[config.mk]
export PLATFORM = sky130hd
export DESIGN_NAME = mem_bus_arbiter
export DESIGN_NICKNAME = d
export VERILOG_FILES = /design/src/rtl/chocolate_pkg.sv /design/src/rtl/rr_picker2.sv /design/src/rtl/mem_bus_arbiter.sv
export SDC_FILE = /design/constraint.sdc
export NUM_CORES = 1
export LEC_CHECK = 0
export CORE_MARGIN = 2
export CORE_UTILIZATION = 40
export CTS_BUF_LIST = sky130_fd_sc_hd__clkbuf_4 sky130_fd_sc_hd__clkbuf_8
export CTS_CLUSTER_DIAMETER = 80
export DETAILED_ROUTE_END_ITERATION = 10
export PLACE_DENSITY = 0.78
export SYNTH_ARGS = -nofsm -noshare
export SYNTH_HDL_FRONTEND = slang
export SYNTH_HIERARCHICAL = 1
export SYNTH_SLANG_ARGS = --single-unit
[constraint.sdc]
create_clock -name dbg_clk -period 1.7 [get_ports dbg_clk]
set_input_delay 0.17 -clock dbg_clk [delete_from_list [all_inputs] [get_ports dbg_clk]]
set_output_delay 0.17 -clock dbg_clk [all_outputs]
set_load 0.1 [all_outputs]
[src/rtl/chocolate_pkg.sv]
// Shared constants for the memory bus arbiter slice.
// State encoding, bus direction and grant identifiers.
package chocolate_pkg;

   localparam int ADDR_W_DEF = 8;
   localparam int DATA_W_DEF = 8;

   localparam logic [1:0] ST_IDLE   = 2'd0;
   localparam logic [1:0] ST_ACCESS = 2'd1;
   localparam logic [1:0] ST_DONE   = 2'd2;

   localparam logic RW_READ  = 1'b0;
   localparam logic RW_WRITE = 1'b1;

   localparam logic GRANT_IF = 1'b0;
   localparam logic GRANT_D  = 1'b1;

endpackage

[src/rtl/rr_picker2.sv]
// Two-way round-robin chooser.
// On contention the port that did not win last time is picked.
module rr_picker2
   import chocolate_pkg::*;
(
   input  logic req_a,
   input  logic req_b,
   input  logic last,
   output logic grant_valid,
   output logic grant_sel
);

   // Pick a winner; ties go to the port not granted last.
   always_comb begin
      grant_valid = req_a | req_b;
      grant_sel   = GRANT_IF;
      unique case (1'b1)
         (req_a & req_b):
            grant_sel = (last == GRANT_D) ? GRANT_IF : GRANT_D;
         (req_b & ~req_a):
            grant_sel = GRANT_D;
         default:
            grant_sel = GRANT_IF;
      endcase
   end

endmodule

[src/rtl/mem_bus_arbiter.sv]
// Shares the external byte bus between fetch and data ports.
// Sequence per access: grant, address/wait phase, done/turnaround.
module mem_bus_arbiter
   import chocolate_pkg::*;
#(
   parameter int WAIT_CYCLES = 1,
   parameter int ADDR_W      = ADDR_W_DEF,
   parameter int DATA_W      = DATA_W_DEF
) (
   input  logic              dbg_clk,
   input  logic              rst,
   input  logic              if_req,
   input  logic [ADDR_W-1:0] if_addr,
   output logic [DATA_W-1:0] if_rdata,
   output logic              if_ack,
   input  logic              d_req,
   input  logic              d_we,
   input  logic [ADDR_W-1:0] d_addr,
   input  logic [DATA_W-1:0] d_wdata,
   output logic [DATA_W-1:0] d_rdata,
   output logic              d_ack,
   output logic [ADDR_W-1:0] mem_addr,
   output logic [DATA_W-1:0] mem_wdata,
   input  logic [DATA_W-1:0] mem_rdata,
   output logic              rw_mem,
   output logic              busy
);

   logic [1:0] state;
   logic [3:0] cnt;
   logic       sel;
   logic       last_grant;
   logic       grant_valid;
   logic       grant_sel;

   rr_picker2 u_pick (
      .req_a       (if_req),
      .req_b       (d_req),
      .last        (last_grant),
      .grant_valid (grant_valid),
      .grant_sel   (grant_sel)
   );

   // Busy whenever a transaction is in flight.
   always_comb begin
      busy = (state != ST_IDLE);
   end

   // Arbitration FSM; bus outputs are latched at grant and held.
   always_ff @(posedge dbg_clk) begin
      if (rst) begin
         state      <= ST_IDLE;
         cnt        <= '0;
         sel        <= GRANT_IF;
         last_grant <= GRANT_D;
         mem_addr   <= '0;
         mem_wdata  <= '0;
         rw_mem     <= RW_READ;
         if_ack     <= 1'b0;
         d_ack      <= 1'b0;
         if_rdata   <= '0;
         d_rdata    <= '0;
      end else begin
         if_ack <= 1'b0;
         d_ack  <= 1'b0;
         unique case (state)
            ST_IDLE: begin
               if (grant_valid) begin
                  sel        <= grant_sel;
                  last_grant <= grant_sel;
                  cnt        <= 4'(WAIT_CYCLES);
                  state      <= ST_ACCESS;
                  if (grant_sel == GRANT_D) begin
                     mem_addr  <= d_addr;
                     mem_wdata <= d_wdata;
                     rw_mem    <= d_we ? RW_WRITE : RW_READ;
                  end else begin
                     mem_addr <= if_addr;
                     rw_mem   <= RW_READ;
                  end
               end
            end
            ST_ACCESS: begin
               if (cnt != 4'd0) begin
                  cnt <= cnt - 4'd1;
               end else begin
                  if (rw_mem == RW_READ) begin
                     if (sel == GRANT_D) d_rdata  <= mem_rdata;
                     else                if_rdata <= mem_rdata;
                  end
                  if (sel == GRANT_D) d_ack  <= 1'b1;
                  else                if_ack <= 1'b1;
                  rw_mem <= RW_READ;
                  state  <= ST_DONE;
               end
            end
            ST_DONE: begin
               state <= ST_IDLE;
            end
            default: begin
               state  <= ST_IDLE;
               rw_mem <= RW_READ;
            end
         endcase
      end
   end

endmodule

==> Yosys cells after proc, flatten, opt, wreduce, memory -nomap -nowiden <==
Index checks and enable logic that the tools add are counted.
W data, S select, Z words.
{ "totals": {"in_bits": 37, "latch_bits": 0, "mem_bits_rw": 0, "out_inout_bits": 36, "regBits": 43, "memories": 0, "word_cells": 54, "mem_bits_ro": 0} }
{ "op_classes": {"eq_ne": 5, "n_div": 0, "addsub": 1, "reduce_logical": 12, "magnitude_cmp": 0, "bitwise_logic": 9, "mul": 0, "mux": 16, "n_shift": 0} }
{ "op_table": {"columns": ["cell", "count"], "rows": [
  ["$reduce_and A3 Y1", 3],
  ["$mux W4", 2],
  ["$mux W8", 1],
  ["$pmux W4 S2", 1],
  ["$reduce_and A4 Y1", 2],
  ["$mux W1", 7],
  ["$ne A2 B2 Y1 const B", 3],
  ["$not A1 Y1", 6],
  ["$mux W2", 2],
  ["$pmux W2 S2", 1],
  ["$reduce_and A2 Y1", 2],
  ["$reduce_bool A2 Y1", 2],
  ["$reduce_bool A4 Y1", 1],
  ["$sub A4 B1 Y4 const B", 1],
  ["$pmux W1 S3", 1],
  ["$reduce_or A3 Y1", 1],
  ["$and A1 B1 Y1", 2],
  ["$eq A2 B1 Y1 const B", 1],
  ["$eq A2 B2 Y1 const B", 1],
  ["$logic_not A2 Y1", 1],
  ["$pmux W1 S2", 1],
  ["$or A1 B1 Y1", 1]
]} }

==> Depth between registers and ports, before layout <==
{ "logic_depth": {"depth_word": 6, "ltp_mapped": 6, "mapped_depth_nobuf": 5} }

==> Hierarchy <==
Netlist, hierarchy kept.
{ "modules_own_cells": {"columns": ["mod", "seq_area_each_um2", "area_per_inst_um2", "instances", "cells_each"], "rows": [
  ["mem_bus_arbiter", 860.8, 1764.2, 1, 186],
  ["rr_picker2", 0.0, 13.8, 1, 2]
]} }

==> Worst setup path before layout <==
Ideal clock, no wire load.
{ "synth_path": {"path_type": "register -> register", "from": "reg cnt[0]", "to": "reg d_rdata[0]", "setup_time_ns": 0.121, "arrival_time_ns": 1.728, "path_buffers": 1, "required_ns": 1.579, "setup_slack_ns": -0.150, "path_stages_with_launch": 7, "period_less_slack_ns": 1.850, "path_cell_list": "dfxtp_1 > inv_1 > ha_1 > or3b_4 > or4b_4 > buf_6 > mux2i_1"} }
{ "synth_via": {"elab_chain_len": 3} }
{ "synth_rtl": {"columns": ["element", "line_no", "source"], "rows": [
  ["from (decl)", "mem_bus_arbiter.sv:30", "logic [3:0] cnt;"],
  ["from (signal assigned)", "mem_bus_arbiter.sv:71", "cnt <= 4'(WAIT_CYCLES);"],
  ["from (signal assigned)", "mem_bus_arbiter.sv:85", "cnt <= cnt - 4'd1;"],
  ["$reduce_bool A4 Y1", "mem_bus_arbiter.sv:84", "if (cnt != 4'd0) begin"],
  ["$not A1 Y1 (no source line)", null, null],
  ["$reduce_and A4 Y1 (no source line)", null, null],
  ["to (signal assigned)", "mem_bus_arbiter.sv:88", "if (sel == GRANT_D) d_rdata <= mem_rdata;"],
  ["to (decl)", "mem_bus_arbiter.sv:20", "output logic [DATA_W-1:0] d_rdata,"]
]} }
No other way between the ends.
A chain may end at the register's enable or synchronous reset.

==> Worst setup path in the final report <==
{ "layout_path": {"from": "reg cnt[1]", "to": "reg d_rdata[2]"} }
Same word-level chain as after synthesis.

==> flow_metrics.py <==
metrics = {
    "status": {
        "status": "finished with violations",
        "violations": "negative setup slack",
    },
    "synth": {
        "synthCells": 188,
        "ys_seq_area_share_pct": 48.4,
        "synth.top_cell.area_share_pct": 48.4,
        "synth_ff_type": "dfxtp_1",
        "ys_ff_latch": 43,
        "yosys_warnings": 6,
        "synth_edf_count": 0,
        "syn_avg_cell_area_um2": 9.46,
        "synth_top_cell_by_area": "dfxtp_1",
        "async_flop_share_pct": 0,
        "ys_top_cells_by_area": "dfxtp_1 (48%), mux2i_1 (14%), nand2_1 (8.4%)",
        "synthesis.area_um2": 1780,
        "synth.distinct_cells": 39,
        "syn_nets": 227,
    },
    "grt": {
        "grt_max_degree": 25,
        "use_met1_pct": 21.3,
        "grt_pass1_wl_mm": 7.09,
        "track_usage_pct": 17.5,
        "grt_overflow": 0,
        "grt_pass1_vias": 1608,
        "met3_usage_pct": 5.13,
        "busiest_layer": "met2",
        "met2_usage_pct": 29.6,
        "antenna_found_initial": 0,
    },
    "sta": {
        "timing.hold.ws_ns": 0.419,
        "fin_crit_ns": 1.77,
        "setup_slack_ns": -0.0721,
        "tns_ns": -0.480,
        "rsz0062_at_grt": "true",
        "finalMaxSlewViolations": 0,
        "tightest_slew_ns": 0.609,
        "clock.fmax_mhz": 564,
        "period_share_pct": 104,
        "slew_headroom_pct": 59.3,
        "finalClockSkew_ns": 0.00716,
        "finalSetupViolations": 8,
        "final_hold_viol_count": 0,
    },
    "floorplan": {
        "die_h_um": 70.7,
        "start_util_pct": 41.1,
        "die_x_um": 70.7,
        "die_area_um2": 4990,
        "coreArea_um2": 4320,
        "fp-row-count": 24,
        "io_pins": 73,
    },
    "route": {
        "routedWlPerCell_um": 12.7,
        "drtIter0Drc": 59,
        "drc_errors": 0,
        "first_pass_iters": 4,
        "wirelength_mm": 4.12,
        "vias": 1605,
        "viasPerCell": 4.94,
        "antenna_left": 0,
    },
    "placement": {
        "dp_slack_ns": -0.0651,
        "dp.cells": 315,
        "placed_area_um2": 2590,
        "dpl.hpwl_mm": 3.11,
        "portBuffers": 72,
        "globalplace.congestion": 0.788,
    },
    "setup_path": {
        "rrSetupSlack_ns": -0.07,
        "rr_worst_depth": 5,
        "critPathArrivalTime_ns": 1.95,
        "reg2reg_from": "cnt[1]",
        "crit_start": "cnt[1]",
        "crit_fanout": 8,
        "end_kind": "register",
        "required_ns": 1.88,
        "cp-endpoint": "d_rdata[2]",
        "worstSetupPathType": "register to register",
        "worst_r2r_endpoint": "d_rdata[2]",
        "critPathLaunchType": "register",
    },
    "layout": {
        "most-common-layout-cells": "buf_4 (51), dfxtp_1 (41), nand2_1 (40)",
        "layout_commonest_cell": "buf_4",
        "finish.utilization_pct": 62.9,
        "diodes": 0,
        "finalNonFillerCells": 325,
        "drive_gt1_share_pct": 27.5,
        "area_growth_syn_to_layout_pct": 53.1,
        "fillCellCount": 392,
        "finalNetCount": 311,
        "final_cell_area_um2": 2720,
    },
    "power": {
        "power.total_mw": 3.32,
        "ir_drop_uv": 642,
        "power_density_nw_per_um2": 1220,
        "power_leakage_nw": 1.19,
    },
    "cts": {
        "cts.clk_slew.worst_paths_ns": 0.08,
        "htree_levels": 2,
        "cts_root_buf": "clkbuf_8",
        "numClockSinks": 43,
        "clk_latency_ns": 0.29,
        "cts_buffer_depth": 2,
        "cts_buffers": 5,
        "cts_tree": "done",
        "ctsHoldBuffers": 0,
    },
    "worst_hold_path": {
        "holdCritPathClass": "input pin to register",
    },
    "run": {
        "cap_viol_max_count": 0,
    },
}
where the power goes:
| group | switching, mW | leakage, nW | internal, mW |
|---|---|---|---|
| clock | 0.334 | 0.0612 | 0.475 |
| sequential | 0.0617 | 0.352 | 1.11 |
| combinational | 0.897 | 0.773 | 0.444 |
| total | 1.29 | 1.19 | 2.03 |
worst min path at each step:
stage | cells past startpoint | start | slack (ns) | end
floorplan | 2 | d_wdata[0] | 0.31 | mem_wdata[0]
global placement | 2 | mem_wdata[1] | 0.44 | mem_wdata[1]
detailed placement | 2 | mem_wdata[6] | 0.45 | mem_wdata[6]
CTS | 3 | d_wdata[7] | 0.41 | mem_wdata[7]
global route | 3 | d_wdata[0] | 0.44 | mem_wdata[0]
finish | 3 | d_wdata[7] | 0.42 | mem_wdata[7]
kinds of logic (layout without fill, tap and decap cells):
group | Yosys count | after routing | share of synthesized area [%]
mux | 24 | 24 | 13.5
fa+ha+maj | 2 | 2 | 1.41
buf+inv | 19 | 104 | 4.50
flops | 43 | 43 | 48.4
simple gates | 70 | 70 | 20.3
compound gates | 30 | 30 | 11.8
flip-flops by register name, indices dropped and copies added (netlist names):
signal and count:
rw_mem 1, d_rdata 8, if_ack 1, mem_wdata 8, state 2, sel 1
cnt 4, d_ack 1, if_rdata 8, last_grant 1, mem_addr 8
cell type report:
| class | count | area (um2) | area share [%] |
|---|---|---|---|
| Multi-Input combinational cell | 126 | 850 | 31.2 |
| Inverter | 6 | 22.5 | 0.828 |
| Clock buffer | 6 | 82.6 | 3.03 |
| Timing Repair Buffer | 90 | 803 | 29.5 |
| Clock inverter | 2 | 35.0 | 1.29 |
| Sequential cell | 43 | 863 | 31.7 |
| Tap cell | 52 | 65.1 | 2.39 |
critical path, stage by stage, from the launching register on:
cell	delay, ns
dfxtp_2	0.33
inv_2	0.07
ha_4	0.13
or3b_4	0.37
or4b_4	0.59
mux2i_1	0.16
layer usage:
metal  vias to the layer above  part of all wire (%)
met3                         5                   7.5
met5                         -                     0
met4                         0                   1.1
li1                        820                     -
met1                       725                    45
met2                        55                    46
cells in the mapped netlist (all sizes together), types with 2 or more instances:
cell    number
nor3         2
nand2       40
ha           2
buf          2
or3b         2
or2          2
dfxtp       43
mux2i       24
clkbuf      11
nand2b       2
nor3b        3
nor4bb       2
a21oi       10
a211oi       8
nor2        10
inv          6
timing repair:
item	in CTS	in global routing
endpoints found under the setup margin	16	16
gates resized for setup	0	1
pin swaps	1	0
setup buffers	1	1
No activity file was read; power rests on OpenSTA's default activity.
==> RTL change, RTL diff (config.mk and constraints unchanged) <==
The package constant `DATA_W_DEF` goes from 8 to 6.
--- a/src/rtl/chocolate_pkg.sv
+++ b/src/rtl/chocolate_pkg.sv
@@ -4,5 +4,5 @@
 
    localparam int ADDR_W_DEF = 8;
-   localparam int DATA_W_DEF = 8;
+   localparam int DATA_W_DEF = 6;
 
    localparam logic [1:0] ST_IDLE   = 2'd0;
Ports: changed (5 resized); port bits go from 73 to 63. No check against the original RTL was run, so the function may have changed too.
==> RTL change against the original RTL <==
- total power down 12%
- highest routed layer unchanged
- synthesized cell count down 15%
- fmax is 15% higher
- routed wire length decreased by 23%
- final area down 14%
- final cell count fell by 15%
- sequential cell count shrank 6
- synthesized area decreased by 14%
- count of clock-buffer cells in the layout rose by 1
- worst setup slack better by 0.24 ns
- sequential share of layout area about the same
- largest cell class is now multi-input gates
==> RTL change: results (changes against the original RTL) <==
[timing]
fin_skew_ns = 0.00648  ; was 0.00716 ns
slew_headroom_pct = 74.3  ; was 59.3%
period_needed_ns = 1.54  ; was 1.77 ns

[placement]
place_area_um2 = 2200  ; was 2590 µm²
portBuffers = 62  ; was 72
hpwlAfterDp_um = 2420  ; was 3110 µm
placed_cells = 269  ; was 315
routabilityCongestion = 0.694  ; was 0.788

[drt]
drtIter0Drc = 37  ; was 59
routed_wl_um = 3160  ; was 4120 µm
dr_total_vias = 1302  ; was 1605
wire_per_inst_um = 11.4  ; was 12.7 µm

[synth]
synth.cells.most_frequent = dfxtp_1, nor2_1, mux2i_1  ; was dfxtp_1, nand2_1, mux2i_1
synth_area_leaders = dfxtp_1, mux2i_1, nor2_1  ; was dfxtp_1, mux2i_1, nand2_1
ys_types = 31  ; was 39
avgSynthCellArea_um2 = 9.62  ; was 9.46 µm²
syn_nets = 194  ; was 227

[setup_path]
arrival_ns = 1.72  ; was 1.95 ns
crit_path_max_fanout = 6  ; was 8

[power]
peakVddDrop_mv = 0.536  ; was 0.642 mV
p_leak_nw = 1.06  ; was 1.19 nW

[global_routing]
grt_pass1_wl_um = 5430  ; was 7090 µm
track_usage_pct = 16.4  ; was 17.5%

[run_status]
outcome = complete, no violations  ; was complete, but fails checks

[layout]
drive_gt1_share_pct = 24.5  ; was 27.5%
fill_cells = 327  ; was 392
nNetsFinal = 263  ; was 311

## RTL change: cell count changes after synthesis, sizes merged, moves of 2 or more
cell    unedited run  this run
nand2b             2         0
and2               0         2
clkbuf            11         4
dfxtp             43        37
nand2             40        20
nor4bb             2         0
o21ai              0         3
nand4b             0         2
nor2              10        26
inv                6         3
mux2i             24        22
buf                2         4
## RTL change: cells by family after synthesis
family | after synthesis | synth area share, %
simple gates | 63 | 21.9
flops | 37 | 48.4
compound gates | 23 | 9.33
mux | 23 | 15.4
buf+inv | 11 | 3.35
fa+ha+maj | 2 | 1.64
## RTL change: per-layer routing
metal  GRT usage, %  vias up  routed length (µm)
li1               -      680                   -
met1           18.5      582                1390
met2           28.5       35                1540
met3           4.60        5                 171
met5              0        -                   0
met4           7.03        0                  62
## RTL change: worst paths after layout
| check | start | endpoint | slack (ns) | depth (start not counted) |
|---|---|---|---|---|
| max reg2reg | cnt[0] | d_rdata[1] | 0.16 | 6 |
| max | cnt[0] | d_rdata[1] | 0.16 | 6 |
| min | d_wdata[2] | mem_wdata[2] | 0.43 | 3 |
| min reg2reg | mem_wdata[5] | mem_wdata[5] | 0.46 | 2 |
## RTL change: power breakdown
| group | total (mW) | internal, mW | leakage, nW | switching, mW |
|---|---|---|---|---|
| Sequential | 1.03 | 0.960 | 0.303 | 0.0682 |
| Clock | 0.782 | 0.494 | 0.0619 | 0.289 |
| Combinational | 1.12 | 0.372 | 0.697 | 0.750 |
## RTL change: final cells by class
class                           count  area, µm²  share of cell area, %
Clock inverter                      1       30.0                   1.29
Tap cell                           48       60.1                   2.58
Clock buffer                        7       90.1                   3.86
Inverter                            3       11.3                  0.483
Multi-Input combinational cell    111        744                   31.9
Sequential cell                    37        741                   31.8
Timing Repair Buffer               70        656                   28.1
## RTL change: critical path: stages (launching register included)
cell and delay [ns]:
dfxtp_1 0.33, inv_1 0.09, ha_1 0.14, nor3b_4 0.37, nand4b_4 0.23, mux2i_1 0.22
nor2_1 0.05
## RTL change: what timing repair did
action / 4_1_cts / 5_1_grt
endpoints found under the setup margin: 0 / 5
hold buffers: 0 / 0
resized for setup: 0 / 1
